$ cat config.mk
export PLATFORM = sky130hd
export DESIGN_NAME = axi_lite_slave_arbiter
export DESIGN_NICKNAME = d
export VERILOG_FILES = /design/src/rtl/axi_lite_slave_arbiter.sv
export SDC_FILE = /design/constraint.sdc
export NUM_CORES = 1
export LEC_CHECK = 0
export CAP_MARGIN = 20
export CORE_MARGIN = 1.5
export CORE_UTILIZATION = 38
export CTS_BUF_LIST = sky130_fd_sc_hd__clkbuf_16
export DETAILED_ROUTE_END_ITERATION = 7
export GPL_ROUTABILITY_DRIVEN = 0
export MAX_ROUTING_LAYER = met4
export PLACE_DENSITY = 0.8
export REMOVE_ABC_BUFFERS = 1
export SLEW_MARGIN = 20
export SYNTH_ARGS = -nofsm -noshare
export SYNTH_HDL_FRONTEND = slang
export SYNTH_SLANG_ARGS = --single-unit
$ cat constraint.sdc
create_clock -name aclk -period 1.4 [get_ports aclk]
set_input_delay 0.28 -clock aclk [delete_from_list [all_inputs] [get_ports aclk]]
set_output_delay 0.28 -clock aclk [all_outputs]
set_load 0.01 [all_outputs]
$ cat src/rtl/axi_lite_slave_arbiter.sv
// Per-peripheral AXI4-Lite arbiter: independent round-robin write and read grants,
// each held from address phase to response. Optional watchdog: AXI_ARB_TIMEOUT_EN.
module axi_lite_slave_arbiter #(
  parameter int NUM_MASTERS    = 2,
  parameter int TIMEOUT_CYCLES = 256,
  localparam int IDXW = (NUM_MASTERS > 1) ? $clog2(NUM_MASTERS) : 1
) (
  input  logic                   aclk,
  input  logic                   aresetn,
  input  logic [NUM_MASTERS-1:0] wr_req,
  input  logic [NUM_MASTERS-1:0] rd_req,
  input  logic                   aw_hs,
  input  logic                   w_hs,
  input  logic                   b_hs,
  input  logic                   ar_hs,
  input  logic                   r_hs,
  output logic [NUM_MASTERS-1:0] wr_gnt,
  output logic [IDXW-1:0]        wr_gnt_idx,
  output logic                   wr_busy,
  output logic [NUM_MASTERS-1:0] rd_gnt,
  output logic [IDXW-1:0]        rd_gnt_idx,
  output logic                   rd_busy,
  output logic                   timeout_err,
  output logic [1:0]             wr_state_dbg,
  output logic [1:0]             rd_state_dbg
);

  // Handshake inputs are single-cycle transfer strobes (VALID && READY already
  // combined by the crossbar); each is honoured only in the state that expects it.
  typedef enum logic [1:0] {W_IDLE = 2'd0, W_ADDR = 2'd1, W_RESP = 2'd2} w_state_t;
  typedef enum logic [1:0] {R_IDLE = 2'd0, R_ADDR = 2'd1, R_DATA = 2'd2} r_state_t;

  w_state_t w_state, w_state_n;
  r_state_t r_state, r_state_n;
  logic [IDXW-1:0] w_idx, w_idx_n, w_ptr, w_ptr_n;
  logic [IDXW-1:0] r_idx, r_idx_n, r_ptr, r_ptr_n;
  logic aw_done, aw_done_n, w_done, w_done_n;
  logic [IDXW:0] w_pick, r_pick;

  // Returns {found, index}; descending scan so the lowest offset from ptr wins.
  function automatic logic [IDXW:0] rr_pick(input logic [NUM_MASTERS-1:0] req,
                                            input logic [IDXW-1:0] ptr);
    logic [IDXW:0] res;
    int j;
    res = '0;
    for (int i = NUM_MASTERS - 1; i >= 0; i--) begin
      j = (int'(ptr) + i) % NUM_MASTERS;
      if (req[j]) res = {1'b1, IDXW'(j)};
    end
    return res;
  endfunction

  function automatic logic [IDXW-1:0] ptr_after(input logic [IDXW-1:0] winner);
    return (winner == IDXW'(NUM_MASTERS - 1)) ? '0 : winner + IDXW'(1);
  endfunction

  assign w_pick = rr_pick(wr_req, w_ptr);
  assign r_pick = rr_pick(rd_req, r_ptr);

`ifdef AXI_ARB_TIMEOUT_EN
  localparam int CNTW = $clog2(TIMEOUT_CYCLES) + 1;
  logic [CNTW-1:0] w_cnt, w_cnt_n, r_cnt, r_cnt_n;
  logic w_to, r_to, to_q;
`else
  logic unused_timeout;
  assign unused_timeout = ^TIMEOUT_CYCLES;
`endif

  // State register
  always_ff @(posedge aclk or negedge aresetn) begin
    if (!aresetn) begin
      w_state <= W_IDLE;
      r_state <= R_IDLE;
      w_idx   <= '0;
      r_idx   <= '0;
      w_ptr   <= '0;
      r_ptr   <= '0;
      aw_done <= 1'b0;
      w_done  <= 1'b0;
`ifdef AXI_ARB_TIMEOUT_EN
      w_cnt   <= '0;
      r_cnt   <= '0;
      to_q    <= 1'b0;
`endif
    end else begin
      w_state <= w_state_n;
      r_state <= r_state_n;
      w_idx   <= w_idx_n;
      r_idx   <= r_idx_n;
      w_ptr   <= w_ptr_n;
      r_ptr   <= r_ptr_n;
      aw_done <= aw_done_n;
      w_done  <= w_done_n;
`ifdef AXI_ARB_TIMEOUT_EN
      w_cnt   <= w_cnt_n;
      r_cnt   <= r_cnt_n;
      to_q    <= w_to | r_to;
`endif
    end
  end

  // Next-state logic for both channels
  always_comb begin
    w_state_n = w_state;
    w_idx_n   = w_idx;
    w_ptr_n   = w_ptr;
    aw_done_n = aw_done;
    w_done_n  = w_done;
    unique case (w_state)
      W_IDLE: if (w_pick[IDXW]) begin
        w_idx_n   = w_pick[IDXW-1:0];
        w_ptr_n   = ptr_after(w_pick[IDXW-1:0]);
        aw_done_n = 1'b0;
        w_done_n  = 1'b0;
        w_state_n = W_ADDR;
      end
      W_ADDR: begin
        aw_done_n = aw_done | aw_hs;
        w_done_n  = w_done | w_hs;
        if ((aw_done | aw_hs) && (w_done | w_hs)) w_state_n = W_RESP;
      end
      W_RESP: if (b_hs) begin
        aw_done_n = 1'b0;
        w_done_n  = 1'b0;
        w_state_n = W_IDLE;
      end
      default: w_state_n = W_IDLE;
    endcase

    r_state_n = r_state;
    r_idx_n   = r_idx;
    r_ptr_n   = r_ptr;
    unique case (r_state)
      R_IDLE: if (r_pick[IDXW]) begin
        r_idx_n   = r_pick[IDXW-1:0];
        r_ptr_n   = ptr_after(r_pick[IDXW-1:0]);
        r_state_n = R_ADDR;
      end
      R_ADDR:  if (ar_hs) r_state_n = R_DATA;
      R_DATA:  if (r_hs) r_state_n = R_IDLE;
      default: r_state_n = R_IDLE;
    endcase

`ifdef AXI_ARB_TIMEOUT_EN
    // A completing response in the expiry cycle wins over the watchdog.
    w_cnt_n = (w_state == W_IDLE) ? '0 : w_cnt + CNTW'(1);
    r_cnt_n = (r_state == R_IDLE) ? '0 : r_cnt + CNTW'(1);
    w_to = (w_state != W_IDLE) && (w_cnt == CNTW'(TIMEOUT_CYCLES - 1)) &&
           !((w_state == W_RESP) && b_hs);
    r_to = (r_state != R_IDLE) && (r_cnt == CNTW'(TIMEOUT_CYCLES - 1)) &&
           !((r_state == R_DATA) && r_hs);
    if (w_to) begin
      w_state_n = W_IDLE;
      aw_done_n = 1'b0;
      w_done_n  = 1'b0;
    end
    if (r_to) r_state_n = R_IDLE;
`endif
  end

  // Outputs
  always_comb begin
    wr_busy    = (w_state != W_IDLE);
    rd_busy    = (r_state != R_IDLE);
    wr_gnt     = '0;
    rd_gnt     = '0;
    wr_gnt_idx = '0;
    rd_gnt_idx = '0;
    if (wr_busy) begin
      wr_gnt[w_idx] = 1'b1;
      wr_gnt_idx    = w_idx;
    end
    if (rd_busy) begin
      rd_gnt[r_idx] = 1'b1;
      rd_gnt_idx    = r_idx;
    end
  end

  assign wr_state_dbg = w_state;
  assign rd_state_dbg = r_state;
`ifdef AXI_ARB_TIMEOUT_EN
  assign timeout_err = to_q;
`else
  assign timeout_err = 1'b0;
`endif

endmodule

## Yosys cells after proc, flatten, opt, wreduce, memory -nomap -nowiden

Index checks and enable logic that the tools add are counted.

| storage, ports and cells | value |
|---|---|
| register bits after elaboration | 10 |
| bits of input ports | 11 |
| output and inout bits | 13 |
| logic and storage cells | 83 |

| operators by class | value |
|---|---|
| bitwise gates (word level) | 4 |
| add/sub/neg operators | 4 |
| reduce and logical (&&, ||, !) cells | 13 |
| eq/ne operators | 10 |
| order comparisons | 8 |
| mux-type cells | 36 |

Operators by type and width:

| kind | number |
|---|---|
| 2-to-1 mux 2 bit | 12 |
| 2-to-1 mux 1 bit | 18 |
| != test 2 bit, second input constant | 6 |
| case mux 2 bit (3 select lines) | 2 |
| AND reduction 3 bit | 3 |
| less-than comparator 1 x 2 -> 1 bit, second input constant | 4 |
| less-than comparator 2 x 3 -> 1 bit, second input constant | 2 |
| case mux 1 bit (3 select lines) | 2 |
| adder 1 bit, second input constant | 4 |
| equality test 2 x 1 -> 1 bit, second input constant | 2 |
| equality test 2 bit, second input constant | 2 |
| zero test 2 bit | 2 |
| AND reduction 2 bit | 2 |
| nonzero test 2 bit | 2 |
| logical AND 1 bit | 3 |
| nonzero test 3 bit | 1 |
| bitwise AND 1 bit, first input constant | 2 |
| demux 1 bit (select 1 bit) | 2 |
| >= comparator 1 bit, second input constant | 2 |
| OR 1 bit | 2 |

## Longest topological paths before layout

Gate-level depths: netlist of the first run.

| logic depth | value |
|---|---|
| word-level depth | 9 |
| mapped depth | 3 |
| depth with buffers taken out | 3 |

## Worst setup path after synthesis of the first run

Ideal clock, no wire load.

| path | value |
|---|---|
| path kind | register -> output |
| from | reg w_state[0], in the netlist wr_state_dbg[0] |
| to | out wr_gnt[1] |
| cell stages (with the launch flop) | 4 |
| setup slack | 138 ps |
| data arrival time | 982 ps |
| cell sequence | dfrtp_1 > nor2_1 > nor2b_1 > buf_4 |

| between the ends | value |
|---|---|
| word-level cells in the longest chain between the ends | 2 |

Ends and longest elaborated chain:

| element | line | RTL |
|---|---|---|
| start, declared | 33 | `w_state_t w_state, w_state_n;` |
| start signal, assigned | 86 | `w_state <= w_state_n;` |
| nonzero test 2 bit | 163 | `wr_busy = (w_state != W_IDLE);` |
| 2-to-1 mux 2 bit | 169 | `if (wr_busy) begin` |
| end, declared | 17 | `output logic [NUM_MASTERS-1:0] wr_gnt,` |

Every way passes these cells.

## Worst setup path in the final report of the first run

| path | value |
|---|---|
| from | reg w_state[0], in the netlist wr_state_dbg[0] |
| to | out wr_state_dbg[0] |

RTL lines:

| element | line | RTL |
|---|---|---|
| end, declared | 24 | `output logic [1:0] wr_state_dbg,` |

No word-level cell between the ends.

==> results of run 1 <==
[cell usage after synthesis]
cell / instances
o221ai_1: 1
nor2_1: 4
nand2b_1: 1
a31o_1: 1
o21bai_1: 1
a211oi_1: 1
nand3b_1: 1
buf_4: 3
a31oi_1: 1
nand2_1: 2
inv_1: 4
or3_1: 1
nor2b_1: 2
a21o_1: 1
nor3_1: 2
a22oi_1: 2
nor2_2: 2
o2bb2ai_1: 2
o21ai_0: 1
o311a_1: 1
a21oi_1: 3
dfrtp_1: 10
conb_1: 1
o21ai_1: 1
or3b_4: 1
[state kept, by name (all words and copies together) (netlist names)]
register      cells
w_done            1
aw_done           1
w_idx             1
w_ptr             1
r_ptr             1
wr_state_dbg      2
r_idx             1
rd_state_dbg      2
[layout make-up]
type	count	area, µm²	share of cell area (%)
Sequential cell	10	250	29.9
Tap cell	14	17.5	2.10
Inverter	4	15.0	1.80
Clock buffer	3	75.1	8.98
Timing Repair Buffer	30	255	30.5
Clock inverter	1	3.75	0.449
Multi-Input combinational cell	33	219	26.2
[power by group through the flow]
stage               Clock [W]  Combinational, W  Sequential [W]
floorplan                   0          0.000415        0.000584
global placement            0           0.00108        0.000525
detailed placement          0           0.00110        0.000527
CTS                  0.000510           0.00100        0.000543
global route         0.000527           0.00112        0.000568
finish               0.000508           0.00102        0.000553
[worst min-delay path by stage]
stage,start,to,slack (ns),depth (start not counted)
2_1_floorplan,aresetn,aw_done,-0.02,0
3_3_place_gp,w_ptr,w_ptr,0.49,1
3_5_place_dp,w_ptr,w_ptr,0.49,1
4_1_cts,aresetn,r_idx,0.37,1
5_1_grt,aresetn,r_idx,0.40,1
6_report,aresetn,w_done,0.35,1
[logic make-up after synthesis]
| group | after synthesis | synth area share, % |
|---|---|---|
| compound gates | 16 | 23.0 |
| other cells | 1 | 0.759 |
| simple gates | 16 | 18.0 |
| flops | 10 | 50.6 |
| buf+inv | 7 | 7.59 |
[layer usage]
layer / global-route usage, % / up-vias / part of all wire (%)
met5: - / - / 0
met4: 7.76 / 0 / 1.9
met3: 8.67 / 4 / 4.5
met2: 35.8 / 14 / 51
met1: 20.1 / 246 / 43
li1: - / 235 / -
[worst max-delay path: stages (launching register included)]
cell and delay (ns):
dfrtp_1 0.39, buf_4 0.17, dlygate4sd2_1 0.28
[repair_timing]
action / in CTS / in global routing
buffers inserted: 2 / 0
resized for setup: 20 / 9
setup endpoints to repair: 12 / 8
hold buffers: 0 / 0
pin swaps: 2 / 2
cloned: 0 / 0
[layout by cell type (no fill, tap or decap), drive strengths merged, types with 3 or more instances in the layout]
cell type       n
dfrtp          10
clkdlybuf4s50  10
buf            10
nor2            6
clkbuf          5
inv             4
clkdlybuf4s15   4
dlygate4sd2     4
a21oi           3
[metrics by stage]
stage | cells | setup WS [ns] | area (µm²) | setup TNS (ns) | utilization, %
after detailed placement | 90 | -0.0751 | 762 | -0.204 | 65.9
after floorplan | 47 | 0.214 | 472 | 0 | -
after CTS | 95 | 0.0000586 | 833 | 0 | 72.1
final | 95 | 0.0364 | 836 | 0 | 72.3
after global routing | 95 | 0.000280 | 836 | 0 | 72.3
after global placement | 90 | -0.0536 | 762 | -0.156 | 65.9
==> results.md, run 1 <==
* Outcome: complete, no violations
* Unrepaired setup endpoints after global routing: no
* # IOs at 24
* Setup crit end kind: output port
* Combinational share of power at about half
* Total of max-cap violations at 0
* CTS tree: yes
* DP Wirelength at just over 800 µm
* CTS Buf Count at 3
* Post-route DRC at 0
* Seq/Total Area, Yosys at between 50 and 60%
* Starting Density at between 40% and 50%
* Filler instances at 90
* Layout cells sized above 1 at a little under a quarter
* First-pass GRT wire length at roughly 1.9 mm
* Reg2reg path depth at 4
* Clk_skew at roughly 0.0064 ns
* Share of the synthesized area in the top cell type at approximately half
* Min Clock Period, post-route at about 1.4 ns
* WP data required at ~1.1 ns
* Antenna diodes at 0
* Post-synth top area cell: dfrtp_1
* Maximum operating frequency at 733 MHz
* Clk slew on worst S/H paths at roughly 0.040 ns
* Synth top area cells: dfrtp_1 51%, buf_4 4.6%, o2bb2ai_1 3.5%
* Core ar. at roughly 1200 µm²
* Vias in the first global route at approximately 470
* NumNets Final at 93
* Crit Path Class: reg2out
* #FFs+latches synth at 10
* Die area at 1530 µm²
* Area Growth Syn to Fin at 69.1%
* Clk buf depth at 2
* CTS Sinks at 10
* GRT Residual Overflow at 0
* Sw Ratio at a little over a third
* Mean Syn Cell Area at slightly below 10 µm²
* Sw power at ~0.00074 W
* Worst Setup EP: wr_state_dbg[0]
* Max IR drop VDD at between 0.001 and 0.0015 V
* Vias per std cell at about 5.3
* PnR Total Power at 0.00208 W
* Cell count after synthesis at 50
* Pin count of the biggest net entering global routing at 11
* Startpoint types: flop
* GRT Resource Usage Total at around 21%
* Final Cycle Share at between 90 and 100%
* Post-route ant nets at 0
* WHS at around 0.35 ns
* Htree depth at 1
* DRT Pass-1 Iters at 4
* Detailed Route WL at roughly 1.3 mm
* Clock Latency Late Sink at 0.24 ns
* Initial drt markers at 7
* Final setup fails at 0
* Port bufs at 22
* Via count at roughly 500
* Rows at 12
* Critical Path AT at approximately 1.1 ns
* Reg-to-Reg End: w_idx
* Reg2reg start: wr_state_dbg[1]
* PD cells at 2490 nW/µm²
* Drt wl/cell at 13.5 µm
* Sequential fraction of design power at 26.6%
* Yosys cell types at 25
* Initial antenna violation count at 0
* R2R Setup Slk at 0.12 ns
* Max FO, Critical Path at 8
* Cell area after synthesis at a little under 500 µm²
* Die H at ~39 µm
* Die Width at just under 40 µm
* P_leak at 0.386 nW
* Synth warn at 0
* Clock share of power at approximately a quarter
* CTS root buffer: clkbuf_16
* Final hold vios at 0
* Int Pwr at 0.00134 W
* Hold/Removal Path Class: in2async
* CP startpoint: wr_state_dbg[0]
* Max Slew Vio Count at 0
No activity file was read; power rests on OpenSTA's default activity.
==> run 2, diff against run 1 <==
--- a/config.mk
+++ b/config.mk
@@ -11,7 +11,6 @@
 export CTS_BUF_LIST = sky130_fd_sc_hd__clkbuf_16
 export DETAILED_ROUTE_END_ITERATION = 7
 export GPL_ROUTABILITY_DRIVEN = 0
-export MAX_ROUTING_LAYER = met4
 export PLACE_DENSITY = 0.8
 export REMOVE_ABC_BUFFERS = 1
 export SLEW_MARGIN = 20
==> run 2 against run 1 <==
  * Final cell count unchanged
  * Non-clock buffer count unchanged
  * Highest routed layer unchanged
  * Global-route usage decreased by 0.50 points
  * Register-to-register slack hardly changed
  * Via count down 0.40%
  * Sequential share of layout area unchanged
  * Sequential power barely moved
  * Hold slack about the same
  * Combinational power about the same
  * Die area unchanged
==> results.md, run 2 (synthesis gave the netlist of run 1 again) <==
* Outcome: complete, no violations (unchanged)
* GRT Residual Overflow at 0 (unchanged)
* Port bufs at 22 (unchanged)
* Reg2reg path depth at 4 (unchanged)
* Final setup fails at 0 (unchanged)
* NumNets Final at 93 (unchanged)
* Setup crit end kind: output port (unchanged)
* Core ar. at 1160 µm² (unchanged)
* Vias per std cell at 5.23 (was 5.25)
* Rows at 12 (unchanged)
* Clk slew on worst S/H paths at 0.04 ns (about the same)
* Fin cells at 95 (unchanged)
* DP Wirelength at 815 µm (unchanged)
* Post-placement cell count at 90 (unchanged)
* # IOs at 24 (unchanged)
* Startpoint types: flop (unchanged)
* Hold Buf Count CTS at 0 (unchanged)
* Die area at 1530 µm² (unchanged)
* WP data required at 1.12 ns (about the same)
* Dpl ws at -0.0751 ns (unchanged)
* GRT Resource Usage Total at 20.0% (was 20.5%)
* Total of max-cap violations at 0 (unchanged)
* Design Area, Final at 836 µm² (unchanged)
* Drt wl/cell at 13.6 µm (was 13.5 µm)
* Starting Density at 42.7% (unchanged)
* CTS root buffer: clkbuf_16 (unchanged)
* Htree depth at 1 (unchanged)
* Maximum operating frequency at 733 MHz (about the same)
* Die Width at 39.1 µm (unchanged)
* Post-route DRC at 0 (unchanged)
* Final Cycle Share at 97.4% (about the same)
* CTS tree: yes (unchanged)
* Layout cells sized above 1 at 23.5% (unchanged)
* Initial drt markers at 6 (was 7)
* Most frequent cells in the layout: 10 x dfrtp_1, 10 x clkdlybuf4s50_1, 8 x buf_4 (unchanged)
* Filler instances at 90 (unchanged)
* Critical Path AT at 1.08 ns (about the same)
* Max Slew Vio Count at 0 (unchanged)
* First-pass GRT wire length at 1.94 mm (unchanged)
* Clk buf depth at 2 (unchanged)
* Area after DPL at 762 µm² (unchanged)
* Clock Latency Late Sink at 0.24 ns (about the same)
* Max IR drop VDD at 0.00135 V (about the same)
* PD cells at 2490 nW/µm² (about the same)
* Unrepaired setup endpoints after global routing: no (unchanged)
* Crit Path Class: reg2out (unchanged)
* Clk_skew at 0.00641 ns (was 0.00640 ns)
* CTS Sinks at 10 (unchanged)
* Area Growth Syn to Fin at 69.1% (unchanged)
* DRT Pass-1 Iters at 4 (unchanged)
* Post-route ant nets at 0 (unchanged)
* Final hold vios at 0 (unchanged)
* Detailed Route WL at 1.29 mm (was 1.28 mm)
* Antenna diodes at 0 (unchanged)
* P_leak at 0.386 nW (unchanged)
* Vias in the first global route at 475 (was 474)
* Pin count of the biggest net entering global routing at 11 (unchanged)
* Initial antenna violation count at 0 (unchanged)
* Setup WS post-layout at 0.0361 ns (was 0.0364 ns)
* Die H at 39.1 µm (unchanged)
* Min Clock Period, post-route at 1.36 ns (about the same)
* CTS Buf Count at 3 (unchanged)
* Hold/Removal Path Class: in2async (unchanged)
* Setup tns final at 0 ns (unchanged)
* Via count at 497 (was 499)
* Max FO, Critical Path at 8 (unchanged)
[run 2: cell counts in the layout (fill, tap and decap cells not counted)]
No cell type changed its count.
[run 2: metrics by stage]
stage               hold slack (ns)  power (W)  util [%]
floorplan                   -0.0156   0.000999         -
global placement              0.489    0.00161      65.9
detailed placement            0.487    0.00162      65.9
CTS                           0.372    0.00205      72.1
global route                  0.396    0.00221      72.3
finish                        0.354    0.00208      72.3
[run 2: where the power goes]
group | switching (W) | total, W | leakage [nW] | internal [W]
clock | 0.000133 | 0.000508 | 0.0385 | 0.000374
sequential | 0.000120 | 0.000554 | 0.122 | 0.000435
combinational | 0.000487 | 0.00102 | 0.226 | 0.000535
total | 0.000740 | 0.00208 | 0.386 | 0.00134
[run 2: path summary, 6_finish.rpt]
| kind | start | endpoint | slack [ns] |
|---|---|---|---|
| worst min-delay path | aresetn | w_done | 0.35 |
| max in group asynchronous | aresetn | rd_state_dbg[0] | 0.73 |
| worst max-delay path | wr_state_dbg[0] | wr_state_dbg[0] | 0.04 |
| worst max register to register | wr_state_dbg[1] | w_idx | 0.12 |
| min in group aclk | w_ptr | w_ptr | 0.49 |
| worst min register to register | w_ptr | w_ptr | 0.49 |
[run 2: worst max-delay path: stages (launching register included)]
cell and delay, ns:
dfrtp_1 0.39, buf_4 0.17, dlygate4sd2_1 0.28
[run 2: what timing repair did]
item                       in CTS  in global routing
setup endpoints to repair      12                  8
buffers inserted                2                  0
pin swaps                       2                  2
resized for setup              20                  9
[run 2: cell type report]
cell class	instances	area, µm²	area share, %
flip-flops and latches	10	250	29.9
well taps	14	17.5	2.10
clock inverters	1	3.75	0.449
clock buffers	3	75.1	8.98
inverters	4	15.0	1.80
multi-input cells	33	219	26.2
repair buffers	30	255	30.5
[run 2: per-layer routing]
metal	up-vias	GRT usage, %	share of wire, %
li1	235	-	-
met1	246	20.1	43
met2	14	35.8	52
met3	2	8.67	4.6
met4	0	7.76	1.0
met5	-	0	0
==> run 3, diff against run 2 <==
--- a/config.mk
+++ b/config.mk
@@ -11,7 +11,7 @@
 export CTS_BUF_LIST = sky130_fd_sc_hd__clkbuf_16
 export DETAILED_ROUTE_END_ITERATION = 7
 export GPL_ROUTABILITY_DRIVEN = 0
-export PLACE_DENSITY = 0.8
+export PLACE_DENSITY = 0.78
 export REMOVE_ABC_BUFFERS = 1
 export SLEW_MARGIN = 20
 export SYNTH_ARGS = -nofsm -noshare
==> run 3 against run 2 <==
  * Clock skew is 0.0022 ns lower
  * Wire length decreased by 13%
  * Cell area is 0.75% higher
  * First-iteration DRC count increased by 17%
  * Worst setup slack worse by 0.0032 ns
  * Clock power decreased by 0.8%
  * Final cell count unchanged
  * Critical path type unchanged
==> results.md, run 3 (synthesis gave the netlist of run 1 again) <==
* Outcome: complete, no violations (unchanged)
* Clk slew on worst S/H paths at 0.04 ns (about the same)
* DP Wirelength at 810 µm (was 815 µm)
* Pin count of the biggest net entering global routing at 11 (unchanged)
* Setup WS post-layout at 0.0329 ns (was 0.0361 ns)
* Starting Density at 42.7% (unchanged)
* Post-route ant nets at 0 (unchanged)
* Min Clock Period, post-route at 1.37 ns (was 1.36 ns)
* Hold/Removal Path Class: in2async (unchanged)
* Startpoint types: flop (unchanged)
* Max FO, Critical Path at 4 (was 8)
* Setup tns final at 0 ns (unchanged)
* Die area at 1530 µm² (unchanged)
* Final setup fails at 0 (unchanged)
* Antenna diodes at 0 (unchanged)
* Crit Path Class: reg2out (unchanged)
* Clk buf depth at 2 (unchanged)
* Rows at 12 (unchanged)
* Htree depth at 1 (unchanged)
* GRT Residual Overflow at 0 (unchanged)
* Layout cells sized above 1 at 24.7% (was 23.5%)
* Initial antenna violation count at 0 (unchanged)
* WHS at 0.356 ns (was 0.354 ns)
* PD cells at 2440 nW/µm² (was 2490 nW/µm²)
* Most frequent cells in the layout: 10 x dfrtp_1, 10 x clkdlybuf4s50_1, 8 x buf_4 (unchanged)
* Dpl ws at -0.0784 ns (was -0.0751 ns)
* # IOs at 24 (unchanged)
* Clock share of power at 24.5% (was 24.4%)
* Max IR drop VDD at 0.00123 V (was 0.00135 V)
* Maximum operating frequency at 731 MHz (was 733 MHz)
* Reg2reg start: wr_state_dbg[1] (unchanged)
* Setup crit end kind: output port (unchanged)
* Filler instances at 94 (was 90)
* PnR Total Power at 0.00206 W (was 0.00208 W)
* Combinational share of power at 48.6% (was 49.0%)
* P_leak at 0.390 nW (was 0.386 nW)
* CTS Sinks at 10 (unchanged)
* Sequential fraction of design power at 26.9% (was 26.6%)
* Critical Path AT at 1.09 ns (was 1.08 ns)
* Clk_skew at 0.00422 ns (was 0.00641 ns)
* Die H at 39.1 µm (unchanged)
* Vias in the first global route at 430 (was 475)
* Final Cycle Share at 97.7% (was 97.4%)
* Utilization after layout at 72.8% (was 72.3%)
* Via count at 465 (was 497)
* Detailed Route WL at 1.13 mm (was 1.29 mm)
* Port bufs at 22 (unchanged)
* Drt wl/cell at 11.8 µm (was 13.6 µm)
* Post-route DRC at 0 (unchanged)
* Vias per std cell at 4.89 (was 5.23)
* GRT Resource Usage Total at 18.6% (was 20.0%)
* Total of max-cap violations at 0 (unchanged)
* Max Slew Vio Count at 0 (unchanged)
* Area Growth Syn to Fin at 70.4% (was 69.1%)
* DRT Pass-1 Iters at 3 (was 4)
* CTS root buffer: clkbuf_16 (unchanged)
* Sw Ratio at 34.6% (was 35.5%)
* Clock Latency Late Sink at 0.24 ns (about the same)
* NumNets Final at 93 (unchanged)
* First-pass GRT wire length at 1.80 mm (was 1.94 mm)
* Initial drt markers at 7 (was 6)
* Die Width at 39.1 µm (unchanged)
* CP startpoint: rd_state_dbg[1] (was wr_state_dbg[0])
* Unrepaired setup endpoints after global routing: yes (was no)
* Sw power at 0.000711 W (was 0.000740 W)
* WP data required at 1.12 ns (about the same)
* CTS Buf Count at 3 (unchanged)
* Hold Buf Count CTS at 0 (unchanged)
* Int Pwr at 0.00135 W (was 0.00134 W)
* Final hold vios at 0 (unchanged)
* Core ar. at 1160 µm² (unchanged)
* CTS tree: yes (unchanged)
[run 3: cell count changes in the layout (fill, tap and decap cells not counted)]
cell / before / now
nor2b_1: 2 / 1
nor2b_2: 0 / 1
buf_2: 2 / 3
nor2_1: 3 / 2
dlygate4sd2_1: 4 / 7
clkdlybuf4s15_1: 4 / 2
clkbuf_2: 2 / 0
nor2_2: 1 / 2
[run 3: power groups by stage]
stage          sequential [W]  combinational [W]  clock (W)
2_1_floorplan        0.000584           0.000415          0
3_3_place_gp         0.000526            0.00107          0
3_5_place_dp         0.000527            0.00109          0
4_1_cts              0.000540           0.000994   0.000514
5_1_grt              0.000572            0.00111   0.000527
6_report             0.000553            0.00100   0.000504
[run 3: final timing paths]
| path | to | slack, ns | cells past startpoint |
|---|---|---|---|
| max | rd_gnt[0] | 0.03 | 3 |
| min | r_ptr | 0.36 | 1 |
| max reg2reg | w_idx | 0.11 | 4 |
| min reg2reg | w_ptr | 0.50 | 1 |
| max in group asynchronous | wr_state_dbg[0] | 0.74 | 1 |
| min in group aclk | w_ptr | 0.50 | 1 |
[run 3: area by class of cell]
cell class	instances	area, µm²	area share [%]
timing repair buffer	30	256	30.5
sequential	10	250	29.7
multi-input combinational	33	224	26.6
clock buffer	3	75.1	8.92
tap	14	17.5	2.08
inverter	4	15.0	1.78
clock inverter	1	3.75	0.446
[run 3: timing repair]
action                                 in CTS  in global routing
setup endpoints to repair                  12                  6
pin swaps                                   2                  0
setup buffers                               1                  0
gates resized for setup                    25                  3
gates cloned                                0                  0
endpoints found under the hold margin       0                  0
[run 3: layer usage]
metal,GRT usage (%),up-vias,wire (µm)
li1,-,236,-
met1,21.8,215,476
met2,28.7,14,572
met3,8.67,0,76
met4,7.76,0,0
met5,0,-,0
[run 3: worst max-delay path, cell delays in order (launching register included)]
cell           delay (ns)
dfrtp_1              0.40
nor2_4               0.14
nor2_1               0.04
dlygate4sd2_1        0.27
[run 3: stage by stage]
step,std cells,area [µm²]
3_3_place_gp,90,762
3_5_place_dp,90,762
5_1_grt,95,842
6_report,95,842
2_1_floorplan,47,472
4_1_cts,95,832
